### src/rtl/burst_mem_model_addr_gen.sv
// Line base / beat offset tracking for one burst, with wrap inside the line.
module burst_addr_gen #(
  parameter int unsigned IdxW      = 5,
  parameter int unsigned OffW      = 1,
  parameter int unsigned BurstLen  = 2,
  parameter bit          WrapFirst = 1'b1
) (
  input  logic            clk_i,
  input  logic            rst_ni,
  input  logic            start_i,
  input  logic            adv_i,
  input  logic [IdxW-1:0] idx_i,
  output logic [IdxW-1:0] rd_idx_o,
  output logic [OffW-1:0] off_o,
  output logic            last_o
);

  localparam logic [OffW-1:0] OffMask  = OffW'(BurstLen - 1);
  localparam logic [IdxW-1:0] BaseMask = ~IdxW'(BurstLen - 1);

  logic [IdxW-1:0] base_q, base_d;
  logic [OffW-1:0] off_q, off_d;
  logic [OffW-1:0] beat_q, beat_d;

  always_comb begin
    base_d = base_q;
    off_d  = off_q;
    beat_d = beat_q;
    if (start_i) begin
      base_d = idx_i & BaseMask;
      off_d  = WrapFirst ? (idx_i[OffW-1:0] & OffMask) : '0;
      beat_d = '0;
    end else if (adv_i) begin
      off_d  = (off_q + 1'b1) & OffMask;
      beat_d = beat_q + 1'b1;
    end
  end

  always_ff @(posedge clk_i or negedge rst_ni) begin
    if (!rst_ni) begin
      base_q <= '0;
      off_q  <= '0;
      beat_q <= '0;
    end else begin
      base_q <= base_d;
      off_q  <= off_d;
      beat_q <= beat_d;
    end
  end

  // Address of the beat being loaded this edge, so a fresh start needs no extra cycle.
  assign rd_idx_o = base_d | IdxW'(off_d);
  assign off_o    = off_q;
  assign last_o   = (beat_q == OffMask);

endmodule

### config.mk
export PLATFORM = sky130hd
export DESIGN_NAME = burst_addr_gen
export DESIGN_NICKNAME = d
export VERILOG_FILES = /design/src/rtl/burst_mem_model_addr_gen.sv
export SDC_FILE = /design/constraint.sdc
export NUM_CORES = 1
export LEC_CHECK = 0
export CAP_MARGIN = 40
export CORE_AREA = 10 10 47 49
export CTS_CLUSTER_SIZE = 30
export DETAILED_ROUTE_END_ITERATION = 16
export DIE_AREA = 0 0 57 59
export GPL_ROUTABILITY_DRIVEN = 0
export PLACE_DENSITY = 0.54
export SLEW_MARGIN = 5
export SYNTH_ARGS = -nofsm -noshare
export SYNTH_HDL_FRONTEND = slang
export SYNTH_SLANG_ARGS = --single-unit
### constraint.sdc
create_clock -name clk_i -period 2.45 [get_ports clk_i]
set_clock_uncertainty 0.1 [all_clocks]
set_input_delay 0.49 -clock clk_i [delete_from_list [all_inputs] [get_ports clk_i]]
set_output_delay 0.49 -clock clk_i [all_outputs]
set_load 0.03 [all_outputs]
Yosys cells after proc, flatten, opt, wreduce, memory -nomap -nowiden
Cells that the tools add are included.
{ "word_totals": {"rom_bits": 0, "reg_bits": 7, "input_bits": 9, "latchBits": 0, "mem_bits_rw": 0, "memories": 0} }
{ "op_classes": {"add_sub_neg": 2, "bitwise": 1, "mul": 0, "eq_ne": 0, "div_mod_pow": 0, "shifts": 0, "order_cmp": 0, "n_mux": 5, "n_reduce_logical": 1} }
{ "ops": {"columns": ["op", "n"], "rows": [
  ["two-way mux 5 bit", 1],
  ["OR 5 x 1 -> 5 bit", 1],
  ["two-way mux 1 bit", 4],
  ["adder 1 bit, second input constant", 2],
  ["nonzero test 2 bit", 1]
]} }

Logic depth before layout (Yosys ltp)
{ "logic_depth": {"depth_word": 4, "depth_mapped": 3, "depth_no_buf": 2} }

Worst setup path after synthesis
OpenSTA, ideal clock, no wires.
{ "synth_path": {"path_kind": "register to output", "startpoint": "register off_q (netlist: off_o)", "endpoint": "output rd_idx_o[0]", "path_buffers": 0, "t_arrival_ns": 1.180, "path_slack_ns": 0.680, "stages_incl_launch_ff": 3, "path_cell_list": "dfrtp_1 -> xnor2_1 -> a22oi_1"} }
{ "synth_via": {"elab_chain_len": 4} }
{ "synth_lines": {"columns": ["item", "line_no", "source"], "rows": [
  ["start: declaration", "22", "logic [OffW-1:0] off_q, off_d;"],
  ["start signal: assignment", "42", "off_q <= '0;"],
  ["start signal: assignment", "46", "off_q <= off_d;"],
  ["adder 1 bit", "34", "off_d = (off_q + 1'b1) & OffMask;"],
  ["two-way mux 1 bit (*)", "33", "end else if (adv_i) begin"],
  ["two-way mux 1 bit (*)", "29", "if (start_i) begin"],
  ["OR 5 x 1 -> 5 bit (*)", "52", "assign rd_idx_o = base_d | IdxW'(off_d);"],
  ["end: declaration", "13", "output logic [IdxW-1:0] rd_idx_o,"]
]} }
Every way passes the cells marked *; elsewhere a longest branch is shown, timed or not.

Worst setup path in the final report
{ "layout_path": {"startpoint": "input idx_i[2]", "endpoint": "output rd_idx_o[2]"} }
{ "layout_via": {"elab_chain_len": 2} }
{ "layout_lines": {"columns": ["item", "line_no", "source"], "rows": [
  ["start: declaration", "12", "input logic [IdxW-1:0] idx_i,"],
  ["two-way mux 5 bit", "29", null],
  ["OR 5 x 1 -> 5 bit", "52", null]
]} }
No other way between the ends.

==> metrics.cfg <==
[critical_path]
crit_path_end_kind = primary output
critPathMaxFanout = 2
r2r_cells = 2
r2r-start = off_o$_DFF_PN0_
critPathLaunchType = input port
reg2reg_slack_ps = 1530
critPathRequiredTime_ps = 1860
crit_type = input port to primary output
worstReg2RegEnd = off_o$_DFF_PN0_
crit_arrival_ps = 1530

[floorplan]
die-area_um2 = 3360
die_h_um = 59
core_um2 = 1400
start_util_pct = 23.7
pin_count = 16
dieWidth_um = 57
row_count = 14

[final_layout]
mostFrequentLayoutCells = 9 x clkdlybuf4s50_1, 7 x dfrtp_1, 4 x mux2_4, 4 x dlygate4sd2_1, 3 x clkbuf_4
utilization_pct = 34.9
final_cells = 55
area_growth_syn_to_layout_pct = 47.5
fill_cells = 154
drive_gt1_share_pct = 25.6
final_common_cell = clkdlybuf4s50_1
num_antenna_cells = 0
final_nets = 49

[outcome]
outcome = complete, no violations

[logic_synthesis]
syn_area_per_cell_um2 = 13.8
syn_nets = 33
yosysSeqAreaShare_pct = 52.8
netlist_area_um2 = 332
yosysUniqueCellTypes = 10
synthCells = 24
synth.yosys.warnings = 0
synth-seq-cells = 7

[timing]
fmax_mhz = 471
maxSlewHeadroom_pct = 78.5
period_needed_ps = 2120
fin_crit_sh_pct = 86.6
drv_slew = 0
finalHoldViolations = 0
setup_viol = 0
rsz0062_at_grt = no
worst_pin_slew_ps = 321

[clock_network]
cts_buffer_depth = 2
post_cts_buffers = 0
clkLatencyLatePin_ps = 240
clk_pin_slew_worst_paths_ps = 50
h-tree-depth = 1
clock-sinks = 7
postCtsHoldBufs = 0
cts-root-buf = clkbuf_4
post_cts_resized = 4
cts_tree = done
cts_buffers = 3

[global_route]
track_usage_pct = 5.30
grt_pass1_vias = 273
grt_max_degree = 8
grt_pass1_wl_um = 1330
antenna_found_initial = 0
grt-ovfl-total = 0

[place]
io_buffer_count = 15
dpl.cell_count = 51

[power]
p_leak_nw = 0.239
p_per_area_nw_per_um2 = 668
ir_drop_v = 0.000280
fin_total_pwr_w = 0.000327

[route]
drcViolationCount = 0
drt-total-wl_um = 778
drtIter0Drc = 1
firstDrtPassIters = 4
via_per_inst = 4.05
postRouteAntennaNets = 0
wl_per_cell_um = 14.1
vias = 223

[hold_path]
min_to = base_q[4]$_DFF_PN0_
worstHoldPathType = flop to flop
hp-start = base_q[4]$_DFF_PN0_
hold_depth = 1

[job]
max_cap_violations = 0

-- worst max path at each step --
| stage | startpoint | end | slack (ps) | cells after the start |
|---|---|---|---|---|
| 3_3_place_gp | start_i | rd_idx_o[4] | -200 | 3 |
| 3_5_place_dp | start_i | rd_idx_o[2] | -220 | 3 |
| 5_1_grt | idx_i[4] | rd_idx_o[4] | 300 | 3 |
| 4_1_cts | start_i | rd_idx_o[2] | 20 | 3 |
| 6_report | idx_i[2] | rd_idx_o[2] | 330 | 3 |
| 2_1_floorplan | off_o$_DFF_PN0_ | rd_idx_o[0] | 680 | 2 |
-- cell families after synthesis --
kind of cell	count (synthesis)	synth area share [%]
AOI/OAI and AO/OA	1	2.26
xor gates and xnor gates	2	5.28
buffers and inverters	6	13.6
DFF	7	52.8
muxes	5	21.1
and+or+nand+nor	3	4.91
-- power breakdown --
part / switching, W / total (W) / internal [W]
Sequential: 0.00000488 / 0.000131 / 0.000127
Clock: 0.0000406 / 0.000103 / 0.0000620
Combinational: 0.0000485 / 0.0000926 / 0.0000441
-- worst max-delay path, stage by stage --
cell and delay (ps):
clkdlybuf4s50_1 400, mux2_4 270, dlygate4sd2_1 360
-- metal layers --
layer  part of all wire, %  global-route usage [%]
met3                    16                    4.29
met5                     0                       0
met4                     0                    3.02
met2                    35                    6.20
met1                    48                    6.39
-- state kept, by name, indices dropped and copies added, names as in the netlist --
register / count
base_q: 5
last_o: 1
off_o: 1
-- Yosys cell counts (all sizes together) --
| cell | count | share of area (%) |
|---|---|---|
| dfrtp | 7 | 53 |
| buf | 5 | 12 |
| and2b | 1 | 2.6 |
| nor2 | 2 | 2.3 |
| inv | 1 | 1.1 |
| a22oi | 1 | 2.3 |
| xnor2 | 2 | 5.3 |
| mux2i | 1 | 3.0 |
| mux2 | 4 | 18 |
-- per-stage QoR --
stage	setup slack (ps)	hold slack (ps)	TNS, ps	cell area (um2)
detailed placement	-222	379	-864	465
global route	295	402	0	489
global placement	-197	379	-775	465
CTS	18.7	389	0	487
finish	328	388	0	489
floorplan	680	94.4	0	332
-- cell type report --
| type | count | area [um2] | area share (%) |
|---|---|---|---|
| Sequential cell | 7 | 175 | 35.8 |
| Timing Repair Buffer | 16 | 153 | 31.2 |
| Multi-Input combinational cell | 11 | 111 | 22.8 |
| Clock buffer | 4 | 26.3 | 5.37 |
| Tap cell | 16 | 20.0 | 4.09 |
| Inverter | 1 | 3.75 | 0.767 |
(Power assumes the default switching activity.)
